$ cat src/rtl/fifo_rd_stream_if.sv
// Valid/ready word stream leaving the FIFO read-side consumer.
// The master drives valid/data. The slave drives ready.
interface fifo_rd_stream_if #(
   parameter int DATA_WIDTH = 8
);
   logic                  m_valid;
   logic [DATA_WIDTH-1:0] m_data;
   logic                  m_ready;

   modport master (
      output m_valid,
      output m_data,
      input  m_ready
   );

   modport slave (
      input  m_valid,
      input  m_data,
      output m_ready
   );
endinterface

$ cat src/rtl/fifo_rd_stream.sv
// Read-side consumer of an async FIFO, running in the read clock domain.
// Reads are issued only when the output buffer can absorb every word already
// in flight plus the new one. This lets returning words be written blindly
// after RD_LAT cycles, and a full-rate stream survives downstream stalls.
// OBUF_DEPTH must be a power of two and at least RD_LAT+1. RD_LAT is 1..3.
module fifo_rd_stream #(
   parameter int DATA_WIDTH = 8,
   parameter int RD_LAT     = 1,
   parameter int OBUF_DEPTH = 4,
   parameter int CNT_WIDTH  = 16
) (
   input  logic                  rclk,
   input  logic                  rrst,
   input  logic                  enable,
   input  logic                  fifo_empty,
   input  logic                  fifo_rerr,
   input  logic [DATA_WIDTH-1:0] fifo_data,
   output logic                  fifo_r_en,
   fifo_rd_stream_if.master      m,
   output logic                  busy,
   output logic                  err_sticky,
   output logic [CNT_WIDTH-1:0]  word_cnt
);

   localparam int PTR_W = $clog2(OBUF_DEPTH);
   localparam int OCC_W = $clog2(OBUF_DEPTH + 1);
   localparam logic [OCC_W:0] DEPTH_W = (OCC_W + 1)'(OBUF_DEPTH);

   typedef enum logic [1:0] {
      ST_IDLE,
      ST_ACTIVE,
      ST_STOPPING
   } state_e;

   state_e                state_q, state_d;
   logic [PTR_W-1:0]      wr_ptr_q, wr_ptr_d;
   logic [PTR_W-1:0]      rd_ptr_q, rd_ptr_d;
   logic [OCC_W-1:0]      occ_q, occ_d;
   logic [OCC_W-1:0]      infl_q, infl_d;
   logic [RD_LAT-1:0]     issue_sr_q, issue_sr_d;
   logic                  err_sticky_q, err_sticky_d;
   logic [CNT_WIDTH-1:0]  word_cnt_q, word_cnt_d;
   logic [DATA_WIDTH-1:0] buf_q [OBUF_DEPTH];

   logic                  issue;
   logic                  ret;
   logic                  pop;
   logic                  m_valid;
   logic [OCC_W:0]        pending;

   // Issue decision: words already buffered plus words still returning must leave room for one more.
   always_comb begin
      // NOTE: every signal written here gets a default first, so no path can leave it unassigned and infer a latch.
      pending = {1'b0, occ_q} + {1'b0, infl_q};
      issue   = 1'b0;
      if ((state_q == ST_ACTIVE) && !fifo_empty && (pending < DEPTH_W)) begin
         issue = 1'b1;
      end
   end

   // A read issued RD_LAT cycles ago returns now. A buffered head word is taken when downstream is ready.
   always_comb begin
      ret     = issue_sr_q[RD_LAT-1];
      m_valid = (occ_q != '0);
      pop     = m_valid && m.m_ready;
   end

   // Next-state for the buffer pointers, occupancy, in-flight count, counter and error flag.
   always_comb begin
      issue_sr_d    = '0;
      issue_sr_d[0] = issue;
      for (int i = 1; i < RD_LAT; i++) begin
         issue_sr_d[i] = issue_sr_q[i-1];
      end

      wr_ptr_d     = wr_ptr_q;
      rd_ptr_d     = rd_ptr_q;
      occ_d        = occ_q;
      infl_d       = infl_q;
      word_cnt_d   = word_cnt_q;
      err_sticky_d = err_sticky_q | fifo_rerr;

      // Power-of-two depth lets the pointers wrap by plain overflow.
      if (ret) begin
         wr_ptr_d = wr_ptr_q + PTR_W'(1);
      end
      if (pop) begin
         rd_ptr_d   = rd_ptr_q + PTR_W'(1);
         word_cnt_d = word_cnt_q + CNT_WIDTH'(1);
      end

      case ({ret, pop})
         2'b10:   occ_d = occ_q + OCC_W'(1);
         2'b01:   occ_d = occ_q - OCC_W'(1);
         default: occ_d = occ_q;
      endcase

      case ({issue, ret})
         2'b10:   infl_d = infl_q + OCC_W'(1);
         2'b01:   infl_d = infl_q - OCC_W'(1);
         default: infl_d = infl_q;
      endcase
   end

   // FSM next state. Stopping waits for every outstanding word to leave before going idle.
   always_comb begin
      state_d = state_q;
      case (state_q)
         ST_IDLE: begin
            if (enable) state_d = ST_ACTIVE;
         end
         ST_ACTIVE: begin
            if (!enable) state_d = ST_STOPPING;
         end
         ST_STOPPING: begin
            if (enable) begin
               state_d = ST_ACTIVE;
            end else if ((infl_q == '0) && (occ_q == '0)) begin
               state_d = ST_IDLE;
            end
         end
         default: state_d = ST_IDLE;
      endcase
   end

   // Control state register. Synchronous reset drops everything in flight or buffered.
   always_ff @(posedge rclk) begin
      // NOTE: sequential state uses non-blocking assignments, so every flop samples pre-edge values regardless of block order.
      if (rrst) begin
         state_q      <= ST_IDLE;
         wr_ptr_q     <= '0;
         rd_ptr_q     <= '0;
         occ_q        <= '0;
         infl_q       <= '0;
         issue_sr_q   <= '0;
         err_sticky_q <= 1'b0;
         word_cnt_q   <= '0;
      end else begin
         state_q      <= state_d;
         wr_ptr_q     <= wr_ptr_d;
         rd_ptr_q     <= rd_ptr_d;
         occ_q        <= occ_d;
         infl_q       <= infl_d;
         issue_sr_q   <= issue_sr_d;
         err_sticky_q <= err_sticky_d;
         word_cnt_q   <= word_cnt_d;
      end
   end

   // Output buffer storage. A returning word is written at the tail.
   always_ff @(posedge rclk) begin
      // NOTE: the storage array has no reset. Validity comes only from occ_q, and m_data is gated to zero while the buffer is empty.
      if (ret) begin
         buf_q[wr_ptr_q] <= fifo_data;
      end
   end

   assign fifo_r_en  = issue;
   assign m.m_valid  = m_valid;
   assign m.m_data   = m_valid ? buf_q[rd_ptr_q] : '0;
   assign busy       = (state_q != ST_IDLE);
   assign err_sticky = err_sticky_q;
   assign word_cnt   = word_cnt_q;

endmodule

$ cat src/flat_wrapper.sv
// flat-port wrapper written by rule: the top's interface ports become plain ports
module fifo_rd_stream_flat 
#(
   parameter int DATA_WIDTH = 8,
   parameter int RD_LAT     = 1,
   parameter int OBUF_DEPTH = 4,
   parameter int CNT_WIDTH  = 16
)
  (rclk, rrst, enable, fifo_empty, fifo_rerr, fifo_data, fifo_r_en, busy, err_sticky, word_cnt, m_m_valid, m_m_data, m_m_ready);
  fifo_rd_stream_if #(.DATA_WIDTH(DATA_WIDTH)) m_i ();
  input  logic rclk;
  input  logic rrst;
  input  logic enable;
  input  logic fifo_empty;
  input  logic fifo_rerr;
  input  logic [DATA_WIDTH-1:0] fifo_data;
  output logic fifo_r_en;
  output logic busy;
  output logic err_sticky;
  output logic [CNT_WIDTH-1:0] word_cnt;
  output wire logic [$bits(m_i.m_valid)-1:0] m_m_valid;
  output wire logic [$bits(m_i.m_data)-1:0] m_m_data;
  input wire logic [$bits(m_i.m_ready)-1:0] m_m_ready;
  assign m_m_valid = m_i.m_valid;
  assign m_m_data = m_i.m_data;
  assign m_i.m_ready = m_m_ready;
  fifo_rd_stream #(.DATA_WIDTH(DATA_WIDTH), .RD_LAT(RD_LAT), .OBUF_DEPTH(OBUF_DEPTH), .CNT_WIDTH(CNT_WIDTH)) u_core (.rclk(rclk), .rrst(rrst), .enable(enable), .fifo_empty(fifo_empty), .fifo_rerr(fifo_rerr), .fifo_data(fifo_data), .fifo_r_en(fifo_r_en), .m(m_i), .busy(busy), .err_sticky(err_sticky), .word_cnt(word_cnt));
endmodule
$ cat config.mk
export PLATFORM = sky130hd
export DESIGN_NAME = fifo_rd_stream_flat
export DESIGN_NICKNAME = d
export VERILOG_FILES = /design/src/rtl/fifo_rd_stream_if.sv /design/src/rtl/fifo_rd_stream.sv /design/src/flat_wrapper.sv
export SDC_FILE = /design/constraint.sdc
export NUM_CORES = 1
export LEC_CHECK = 0
export CAP_MARGIN = 20
export CORE_UTILIZATION = 29
export CTS_CLUSTER_DIAMETER = 40
export DETAILED_ROUTE_END_ITERATION = 8
export HOLD_SLACK_MARGIN = 0.05
export MAX_ROUTING_LAYER = met4
export PLACE_DENSITY = 0.54
export SETUP_SLACK_MARGIN = 0.2
export SYNTH_ARGS = -nofsm -noshare
export SYNTH_HDL_FRONTEND = slang
export SYNTH_SLANG_ARGS = --single-unit
$ cat constraint.sdc
create_clock -name rclk -period 4.25 [get_ports rclk]
set_input_delay 0.85 -clock rclk [delete_from_list [all_inputs] [get_ports rclk]]
set_output_delay 0.85 -clock rclk [all_outputs]
set_load 0.01 [all_outputs]
==> results.ini <==
[status]
status = complete, no violations

[yosys]
synth_area_mm2 = 0.00273
synth_top_area_cell = edfxtp_1
ys_seq_area_share_pct = 58.7
synthCells = 219
syn_nets = 244
synth.top_cell.area_share_pct = 35.2
ys_seq_elements = 64
ys_types = 38
syn_area_per_cell_um2 = 12.5
yosysWarningCount = 0
synth_edf_count = 32
synthFlopType = edfxtp_1
async_flop_share_pct = 0
synth_area_leaders = edfxtp_1 (35%), dfxtp_1 (23%), mux4_2 (6.6%)

[global_routing]
grt_pass1_vias = 1772
overflow = 0
grt_start_max_net_pins = 27
grt_first_pass_wirelength_um = 8490
antenna_found_initial = 0
grt_usage_pct = 11.8

[setup_path]
path_common_cell = clkdlybuf4s50_1
end_kind = output port
slowest_stage = clkdlybuf4s50_1
r2r-start = u_core.occ_q[2]
worst_setup_path_start_kind = primary input
worstSetupPathType = primary input to output port
reg2reg_to = u_core.occ_q[2]
crit_start = fifo_empty
rrSetupSlack_ns = 1.53
slowest_delay_ns = 0.53
reg2regPathDepth = 8
cp.arrival_ns = 2.30
path_cells = clkdlybuf4s50_1 -> nor4_1 -> nand4b_1 -> inv_1 -> clkdlybuf4s50_1
required_ns = 3.40
cp-endpoint = fifo_r_en
path_max_fanout = 3

[sta]
fin_skew_ns = 0.00543
fin_crit_sh_pct = 74.1
finalHoldViolations = 0
relSlewSlack_pct = 39.7
max_freq_ghz = 0.317
rsz0062_at_grt = false
worst_pin_slew_ns = 0.902
tns_ns = 0
final_max_slew_viol_count = 0
setup_viol = 0
finalCriticalPeriod_ns = 3.15

[cts]
clk_latency_ns = 0.34
clk_pin_slew_worst_paths_ns = 0.07
cts_resized = 0
ctsLongestPathBuffers = 2
tritoncts = yes
ctsHtreeMaxLevel = 3
cts_sinks = 64
cts_setup_buffers = 0
root_buffer = clkbuf_8
hold_buffers = 0
cts_made_buffers = 9

[cells_and_area]
diodes = 0
fillCellCount = 913
area_growth_pct = 25.7
stdcell_count = 382
nNetsFinal = 291
drive_gt1_share_pct = 12.5

[die]
core_area_mm2 = 0.00920
die_w_um = 99.0
die_area_mm2 = 0.00980
start_util_pct = 29.7
ios = 42
die_h_um = 99.0
row_count = 35

[drt]
drt_pass1_iterations = 4
drt_iter0_drc = 35
drt-total-wl_um = 5020
ant_nets = 0
vias = 1730
viasPerCell = 4.53
post_drt_wl_per_cell_um = 13.1
drc = 0

[job]
drv_cap = 0

[placed_design]
gp_congestion = 0.739
io_buffers = 41
place_inst = 366
dp_hpwl_um = 3400

[hold_path]
hp-class = register to register

[pwr]
report.power.total_mw = 1.31
cellPowerDensity_mw_per_mm2 = 382
vdd_drop_max_mv = 0.188
p_leak_nw = 1.16

[where the power goes]
| group | internal [mW] | switching, mW | total [mW] |
|---|---|---|---|
| combinational | 0.0982 | 0.0799 | 0.178 |
| sequential | 0.663 | 0.0244 | 0.687 |
| clock | 0.210 | 0.235 | 0.445 |
[placed cells by master (no fill, tap or decap), types with 6 or more instances in the layout]
cell type	instances
a21oi_1	9
clkbuf_8	9
clkdlybuf4s50_1	41
dfxtp_1	32
edfxtp_1	32
ha_1	9
inv_1	11
mux4_2	8
nand2_1	9
nand3_1	6
nor2_1	29
nor2b_1	11
xnor2_1	9
xor2_1	7
[logic make-up (layout without fill, tap and decap cells)]
kind of cell,after synthesis,count (layout),synth area share [%]
AO/OA/AOI/OAI,15,15,3.30
XOR/XNOR,16,16,5.14
adder cells (fa/ha/maj),11,11,5.59
buffers and inverters,19,71,2.93
flip-flops,64,64,58.7
multiplexers,12,12,8.21
AND/OR/NAND/NOR,82,82,16.1
[layout make-up]
type	instances	area, µm²	share of cell area (%)
clock buffers	9	124	3.61
clock inverters	7	48.8	1.42
inverters	12	45.0	1.31
multi-input cells	136	1050	30.5
flip-flops and latches	64	1600	46.7
well taps	111	139	4.05
repair buffers	43	425	12.4
[synth_stat cells (2+ instances only)]
cell type / instances
inv_1: 11
buf_1: 2
dfxtp_1: 32
and2_1: 4
xnor2_1: 9
ha_1: 9
or3_1: 3
mux4_2: 8
nor3_1: 4
nand2_1: 9
edfxtp_1: 32
nor4_1: 4
nand4_1: 2
o21ai_0: 3
nor2b_1: 11
a21oi_1: 9
fa_1: 2
mux2_2: 2
nand3_1: 6
clkbuf_1: 3
nand2b_1: 2
xor2_1: 7
nor2_1: 29
a31o_2: 2
[routing by layer]
metal  up-vias  share of wire, %  global-route usage (%)
li1        867                 -                       -
met1       797                46                    14.2
met2        53                47                    18.0
met3        13               4.9                    4.33
met4         0               1.9                    4.82
met5         -                 0                       -
[through the flow]
step	hold slack (ns)	setup WS, ns	utilization (%)	cell area (µm²)
after floorplan	0.475	1.84	-	2730
after CTS	0.481	1.10	37.3	3430
after global placement	0.465	1.12	35.4	3260
after detailed placement	0.468	1.10	35.4	3260
after global routing	0.524	1.02	37.3	3430
final	0.471	1.10	37.3	3430
[how the worst min path moves through the flow]
stage,to,cells after the start,startpoint
2_1_floorplan,u_core.infl_q[2],2,u_core.infl_q[2]
3_3_place_gp,u_core.err_sticky,2,u_core.err_sticky
3_5_place_dp,u_core.err_sticky,2,u_core.err_sticky
4_1_cts,u_core.err_sticky,2,u_core.err_sticky
5_1_grt,u_core.err_sticky,2,u_core.err_sticky
6_report,u_core.err_sticky,2,u_core.err_sticky
[registers in the layout (all words and copies together) (netlist names), named ones only]
| signal | count |
|---|---|
| u_core.rd_ptr_q | 2 |
| u_core.err_sticky | 1 |
| u_core.issue_sr_q | 1 |
| u_core.wr_ptr_q | 2 |
| u_core.infl_q | 3 |
| u_core.state_q | 2 |
| u_core.word_cnt | 16 |
| u_core.buf_q | 32 |
| u_core.occ_q | 3 |
[worst max-delay path: cells and delay by family]
family | cells | cell delay [ns]
simple gates | 2 | 0.44
buf+inv | 3 | 1.02
Note: power is estimated with default switching activity, not from simulation.
